$ cat src/rtl/fc_pkg.sv
// fc_pkg: FSM state type, accumulator/pass sizing and saturation helpers shared by fc_layer_tm
package fc_pkg;
  typedef enum logic [1:0] {eLOAD, eMAC, eDRAIN, eDONE} fc_state_e;
  function automatic int fc_passes(input int lh, input int nl);
    return (lh + nl - 1) / nl;
  endfunction
  function automatic int fc_acc_width(input int ws, input int ns, input int plh);
    int g = $clog2(plh + 1) + 1;
    return (2 * ws - ns > ws) ? 2 * ws - ns + g : ws + g;
  endfunction
  function automatic logic signed [63:0] fc_sat(input logic signed [63:0] v, input int ws);
    logic signed [63:0] hi = (64'sd1 <<< (ws - 1)) - 64'sd1;
    logic signed [63:0] lo = -(64'sd1 <<< (ws - 1));
    return v > hi ? hi : v < lo ? lo : v;
  endfunction
endpackage

$ cat src/rtl/fc_mac_lane.sv
// fc_mac_lane: one MAC lane (Q-format multiply-accumulate, bias add, saturate, clear; ReLU when FC_LAYER_RELU_EN)
module fc_mac_lane
  import fc_pkg::*;
#(
  parameter int WORD_SIZE = 16,
  parameter int N_SIZE    = 8,
  parameter int ACC_WIDTH = 28
) (
  input  logic                        clk_i,
  input  logic                        reset_ni,
  input  logic                        add_en,
  input  logic                        bias_en,
  input  logic                        clear,
  input  logic signed [WORD_SIZE-1:0] x,
  input  logic signed [WORD_SIZE-1:0] w,
  output logic        [WORD_SIZE-1:0] y
);
  logic signed [2*WORD_SIZE-1:0] prod;
  logic signed [ACC_WIDTH-1:0] acc_q, addend, acc_d;
  always_comb begin
    prod = x * w;
    addend = bias_en ? ACC_WIDTH'(w) : ACC_WIDTH'(prod >>> N_SIZE);
    acc_d = acc_q + (add_en ? addend : ACC_WIDTH'(0));
`ifdef FC_LAYER_RELU_EN
    y = acc_d[ACC_WIDTH-1] ? '0 : WORD_SIZE'(fc_sat(64'(acc_d), WORD_SIZE));
`else
    y = WORD_SIZE'(fc_sat(64'(acc_d), WORD_SIZE));
`endif
  end
  always_ff @(posedge clk_i or negedge reset_ni)
    if (!reset_ni) acc_q <= '0;
    else acc_q <= clear ? '0 : acc_d;
endmodule

$ cat src/rtl/fc_layer_tm.sv
// fc_layer_tm: time-multiplexed fully-connected layer over N_LANES MAC lanes (FC_LAYER_RELU_EN adds ReLU)
module fc_layer_tm
  import fc_pkg::*;
#(
  parameter int WORD_SIZE             = 16,
  parameter int N_SIZE                = 8,
  parameter int LAYER_HEIGHT          = 8,
  parameter int PREVIOUS_LAYER_HEIGHT = 4,
  parameter int N_LANES               = 2,
  localparam int PASSES = fc_passes(LAYER_HEIGHT, N_LANES),
  localparam int AW     = $clog2(PASSES * (PREVIOUS_LAYER_HEIGHT + 1))
) (
  input  logic                                    clk_i,
  input  logic                                    reset_ni,
  input  logic [WORD_SIZE-1:0]                    data_i,
  input  logic                                    empty_i,
  output logic                                    ren_o,
  output logic [AW-1:0]                           weight_addr_o,
  input  logic [N_LANES-1:0][WORD_SIZE-1:0]       weight_i,
  output logic                                    valid_o,
  input  logic                                    yumi_i,
  output logic [LAYER_HEIGHT-1:0][WORD_SIZE-1:0]  data_o
);
  localparam int PLH   = PREVIOUS_LAYER_HEIGHT;
  localparam int KW    = $clog2(PLH + 1);
  localparam int PW    = PASSES > 1 ? $clog2(PASSES) : 1;
  localparam int LW    = PLH > 1 ? $clog2(PLH) : 1;
  localparam int BW    = PLH * WORD_SIZE;
  localparam int ACC_W = fc_acc_width(WORD_SIZE, N_SIZE, PLH);
  fc_state_e state_q, state_d;
  logic [PW-1:0] p_q;
  logic [KW-1:0] k_q;
  logic [LW-1:0] ld_q;
  logic [BW-1:0] buf_q;
  logic [WORD_SIZE-1:0] x_q;
  logic add_q, bias_q, pop, ld_last, k_last, p_last, drain;
  logic [WORD_SIZE-1:0] y [N_LANES];
  always_comb begin
    pop = state_q == eLOAD && !empty_i && reset_ni;
    ld_last = ld_q == LW'(PLH - 1);
    k_last = k_q == KW'(PLH);
    p_last = p_q == PW'(PASSES - 1);
    drain = state_q == eDRAIN;
    ren_o = pop;
    valid_o = state_q == eDONE;
    weight_addr_o = AW'(int'(p_q) * (PLH + 1) + int'(k_q));
    state_d = state_q;
    case (state_q)
      eLOAD:   state_d = pop && ld_last ? eMAC : eLOAD;
      eMAC:    state_d = k_last ? eDRAIN : eMAC;
      eDRAIN:  state_d = p_last ? eDONE : eMAC;
      default: state_d = yumi_i ? eLOAD : eDONE;
    endcase
  end
  // The input buffer is a shift register: loads shift in at the top, and each
  // operand fetch rotates it by one word, so after PLH fetches it is back in order.
  always_ff @(posedge clk_i or negedge reset_ni)
    if (!reset_ni) begin
      state_q <= eLOAD;
      p_q <= '0;
      k_q <= '0;
      ld_q <= '0;
      buf_q <= '0;
      x_q <= '0;
      add_q <= 1'b0;
      bias_q <= 1'b0;
    end else begin
      state_q <= state_d;
      if (pop) begin
        ld_q <= ld_last ? '0 : ld_q + 1'b1;
        buf_q <= BW'({data_i, buf_q} >> WORD_SIZE);
      end
      if (state_q == eMAC) begin
        k_q <= k_last ? '0 : k_q + 1'b1;
        x_q <= buf_q[WORD_SIZE-1:0];
        if (!k_last) buf_q <= BW'({buf_q[WORD_SIZE-1:0], buf_q} >> WORD_SIZE);
      end
      if (drain) p_q <= p_last ? '0 : p_q + 1'b1;
      add_q <= state_q == eMAC;
      bias_q <= state_q == eMAC && k_last;
    end
  for (genvar l = 0; l < N_LANES; l++) begin : g_lane
    fc_mac_lane #(
      .WORD_SIZE(WORD_SIZE),
      .N_SIZE(N_SIZE),
      .ACC_WIDTH(ACC_W)
    ) u_lane (
      .clk_i(clk_i),
      .reset_ni(reset_ni),
      .add_en(add_q),
      .bias_en(bias_q),
      .clear(drain),
      .x(x_q),
      .w(weight_i[l]),
      .y(y[l])
    );
  end
  // Each neuron has a fixed pass and lane, so lanes past LAYER_HEIGHT simply have no register.
  for (genvar n = 0; n < LAYER_HEIGHT; n++) begin : g_out
    logic [WORD_SIZE-1:0] q;
    always_ff @(posedge clk_i or negedge reset_ni)
      if (!reset_ni) q <= '0;
      else if (drain && p_q == PW'(n / N_LANES)) q <= y[n % N_LANES];
    assign data_o[n] = q;
  end
endmodule

$ cat config.mk
export PLATFORM = sky130hd
export DESIGN_NAME = fc_layer_tm
export DESIGN_NICKNAME = d
export VERILOG_FILES = /design/src/rtl/fc_pkg.sv /design/src/rtl/fc_mac_lane.sv /design/src/rtl/fc_layer_tm.sv
export SDC_FILE = /design/constraint.sdc
export NUM_CORES = 2
export LEC_CHECK = 0
export CORE_ASPECT_RATIO = 1.4
export CORE_MARGIN = 8
export CORE_UTILIZATION = 43
export DETAILED_ROUTE_END_ITERATION = 10
export GPL_TIMING_DRIVEN = 0
export HOLD_SLACK_MARGIN = 0.12
export PLACE_DENSITY = 0.72
export SYNTH_ARGS = -nofsm -noshare
export SYNTH_HDL_FRONTEND = slang
export SYNTH_SLANG_ARGS = --single-unit
$ cat constraint.sdc
create_clock -name clk_i -period 10.4 [get_ports clk_i]
set_clock_uncertainty 0.1 [all_clocks]
set_input_delay 2.08 -clock clk_i [delete_from_list [all_inputs] [get_ports clk_i]]
set_output_delay 2.08 -clock clk_i [all_outputs]
set_load 0.1 [all_outputs]
==> impl_metrics.yaml <==
global_routing:
  antenna_found_initial: 3
  gr-usage-all-layers_pct: 23.0
  gr-total-overflow: 0
  grt_pass1_wl_um: 155000
  grt_max_degree: 110
  grt_pass1_vias: 27500
sta:
  fin_ws_ns: -0.175
  worst_hold_slack_ns: 0.378
  fin_crit_ns: 10.57
  slew_viol_final: 0
  setup_viol: 56
  slew_headroom_pct: 18.8
  rsz0062_at_grt: "true"
  fin_crit_sh_pct: 102
  finalSetupTns_ns: -7.13
  hold_viol: 0
  worstMarginPinSlew_ns: 1.22
  max_freq_mhz: 94.6
yosys:
  yosysTopAreaCell: "fa_1"
  synthCells: 3470
  synthTopCellsByCount: "inv_1 (575), fa_1 (525), nand2_1 (443)"
  synth_edf_count: 0
  synth_cell_type_count: 74
  ys_seq_elements: 275
  yosysTopAreaCellShare_pct: 32.1
  seq_area_frac_synth_pct: 21.0
  synth.cell_area_mm2: 0.0327
  syn_area_per_cell_um2: 9.44
  synth_area_leaders: "fa_1 (32%), dfrtp_1 (21%), ha_1 (8.6%)"
  yosysMostFrequentCell: "inv_1"
  ys.flop_type: "dfrtp_1"
  yosysWarnings: 0
  syn_nets: 4272
  synthArstFlopShare_pct: 100
critical_path:
  critPathMaxStageDelay_ns: 0.56
  worst-r2r-cell-count: 35
  cp-start-kind: "input pin"
  endpoint_kind: "register"
  crit_required_ns: 10.73
  path_common_cell: "fa_1"
  regToRegEndpoint: "g_out[3].q[10]$_DFFE_PN0P_"
  cp-startpoint: "weight_i[26]"
  path_class: "input pin to register"
  arrival_ns: 10.91
  r2r_start: "x_q[5]$_DFFE_PN0P_"
  r2r_slack_ns: 0.27
  worstPathMaxFanout: 10
  crit_slowest_cell: "fa_1"
cells_and_area:
  regArea_mm2: 0.00688
  fillers: 6785
  final_core_util_pct: 51.7
  multiInputGateArea_mm2: 0.0244
  drive_above_1_share_pct: 12.6
  syn2layout_area_growth_pct: 19.0
  final_nets: 4550
min_path:
  hold_depth: 2
  min_from: "g_out[2].q[1]$_DFFE_PN0P_"
  min_path_type: "register to register"
  whs_endpoint: "g_out[2].q[1]$_DFFE_PN0P_"
clock_network:
  cts.sinks: 275
  clk-insertion-delay-late_ns: 0.60
  cts.clk_slew.worst_paths_ns: 0.07
  cts_buffers: 27
  clk_path_buf_depth: 3
  cts_tree: "done"
  htree_levels: 1
  cts-root-buf: "clkbuf_16"
floorplanning:
  std_cell_rows: 119
  fp.coreArea_mm2: 0.0753
  die-area_mm2: 0.0854
  start_util_pct: 43.5
  die_h_um: 343
  die_x_um: 249
  io-pin-count: 187
placed_design:
  portBuffers: 180
  dp_hpwl_um: 77800
  place.gp.congestion: 0.962
detailed_routing:
  wl_um: 98400
  drt_iter0_markers: 1517
  drt.antenna.violating_nets: 0
  drc: 0
  post_drt_wl_per_cell_um: 20.8
  via_per_inst: 5.41
  vias: 25600
  dr.pass1.iters: 6
job:
  drv_cap: 0
outcome:
  failed_checks: "setup timing"
  outcome: "finished, violations left"
-- stage by stage --
stage	std cells	cell area [µm²]	setup WS, ns
floorplan	3470	32800	0.00760
global placement	4618	35900	-6.55
detailed placement	4620	35900	-2.26
CTS	4707	38200	-0.147
global route	4737	39000	-0.456
finish	4740	39000	-0.175
-- area by class of cell --
| type | count | share of cell area, % |
|---|---|---|
| diodes | 3 | 0.0193 |
| plain buffers | 145 | 2.37 |
| clock buffers | 39 | 2.00 |
| clock inverters | 11 | 0.337 |
| inverters | 575 | 5.56 |
| multi-input cells | 2470 | 62.5 |
| flip-flops and latches | 275 | 17.7 |
| well taps | 968 | 3.11 |
| repair buffers | 254 | 6.45 |
-- worst max-delay path: cells and delay by family --
kind / cells / cell delay (ns)
adder cells (fa/ha/maj): 8 / 3.71
AO/OA/AOI/OAI: 13 / 2.57
AND/OR/NAND/NOR: 7 / 1.48
buffers and inverters: 6 / 0.86
XOR/XNOR: 1 / 0.18
-- metal layers --
| layer | vias up | share of wire [%] | global-route usage, % |
|---|---|---|---|
| li1 | 11300 | - | - |
| met1 | 13000 | 36 | 26.3 |
| met2 | 961 | 51 | 41.0 |
| met3 | 311 | 6.1 | 3.43 |
| met4 | 0 | 6.7 | 13.2 |
| met5 | - | 0 | 0 |
-- cell families (layout without fill, tap and decap cells) --
family,after synthesis,in the layout,share of synthesized area (%)
xor+xnor,104,104,2.87
buf+inv,725,1024,8.38
flops,275,275,21.0
other cells,0,3,0
simple gates,1082,1082,16.0
compound gates,465,465,8.74
fa+ha+maj,750,750,40.7
mux,69,69,2.30
-- what timing repair did --
action	CTS	global route
endpoints found under the setup margin	148	120
cloned	3	1
hold buffers	0	0
pin swaps	77	56
setup buffers	39	29
gates resized for setup	362	170
-- sequential cells by signal, indices dropped and copies added (netlist names) --
name and cells:
g_out.q 128, ld_q 2, bias_q 1, state_q 2
g_lane.u_lane.acc_q 56, x_q 16, buf_q 64, k_q 3
p_q 2, add_q 1
-- worst max path at each step --
stage,slack (ns),cells past startpoint,to
final,-0.17,35,g_out[3].q[10]$_DFFE_PN0P_
after global routing,-0.46,38,g_out[3].q[14]$_DFFE_PN0P_
after CTS,-0.15,38,g_out[3].q[10]$_DFFE_PN0P_
after detailed placement,-2.26,34,g_out[2].q[14]$_DFFE_PN0P_
after global placement,-6.55,4,ren_o
after floorplan,0.008,34,g_out[6].q[0]$_DFFE_PN0P_
-- layout by cell type, fill, tap and decap left out, drive strengths merged, types with 19 or more instances in the layout --
cell and instances:
ha 225, o21ai 166, mux2 51, inv 576
nor2b 52, clkbuf 165, fa 525, nand2b 26
and2 278, dfrtp 275, xor2 39, nand3 27
nor2 169, a21boi 19, xnor2 63, buf 112
clkdlybuf4s50 155, nor3 32, nand2 443, a21o 30
a21oi 155
Power is not shown: default switching activity piles up to over one toggle a cycle in this logic, so the estimate is an artifact.
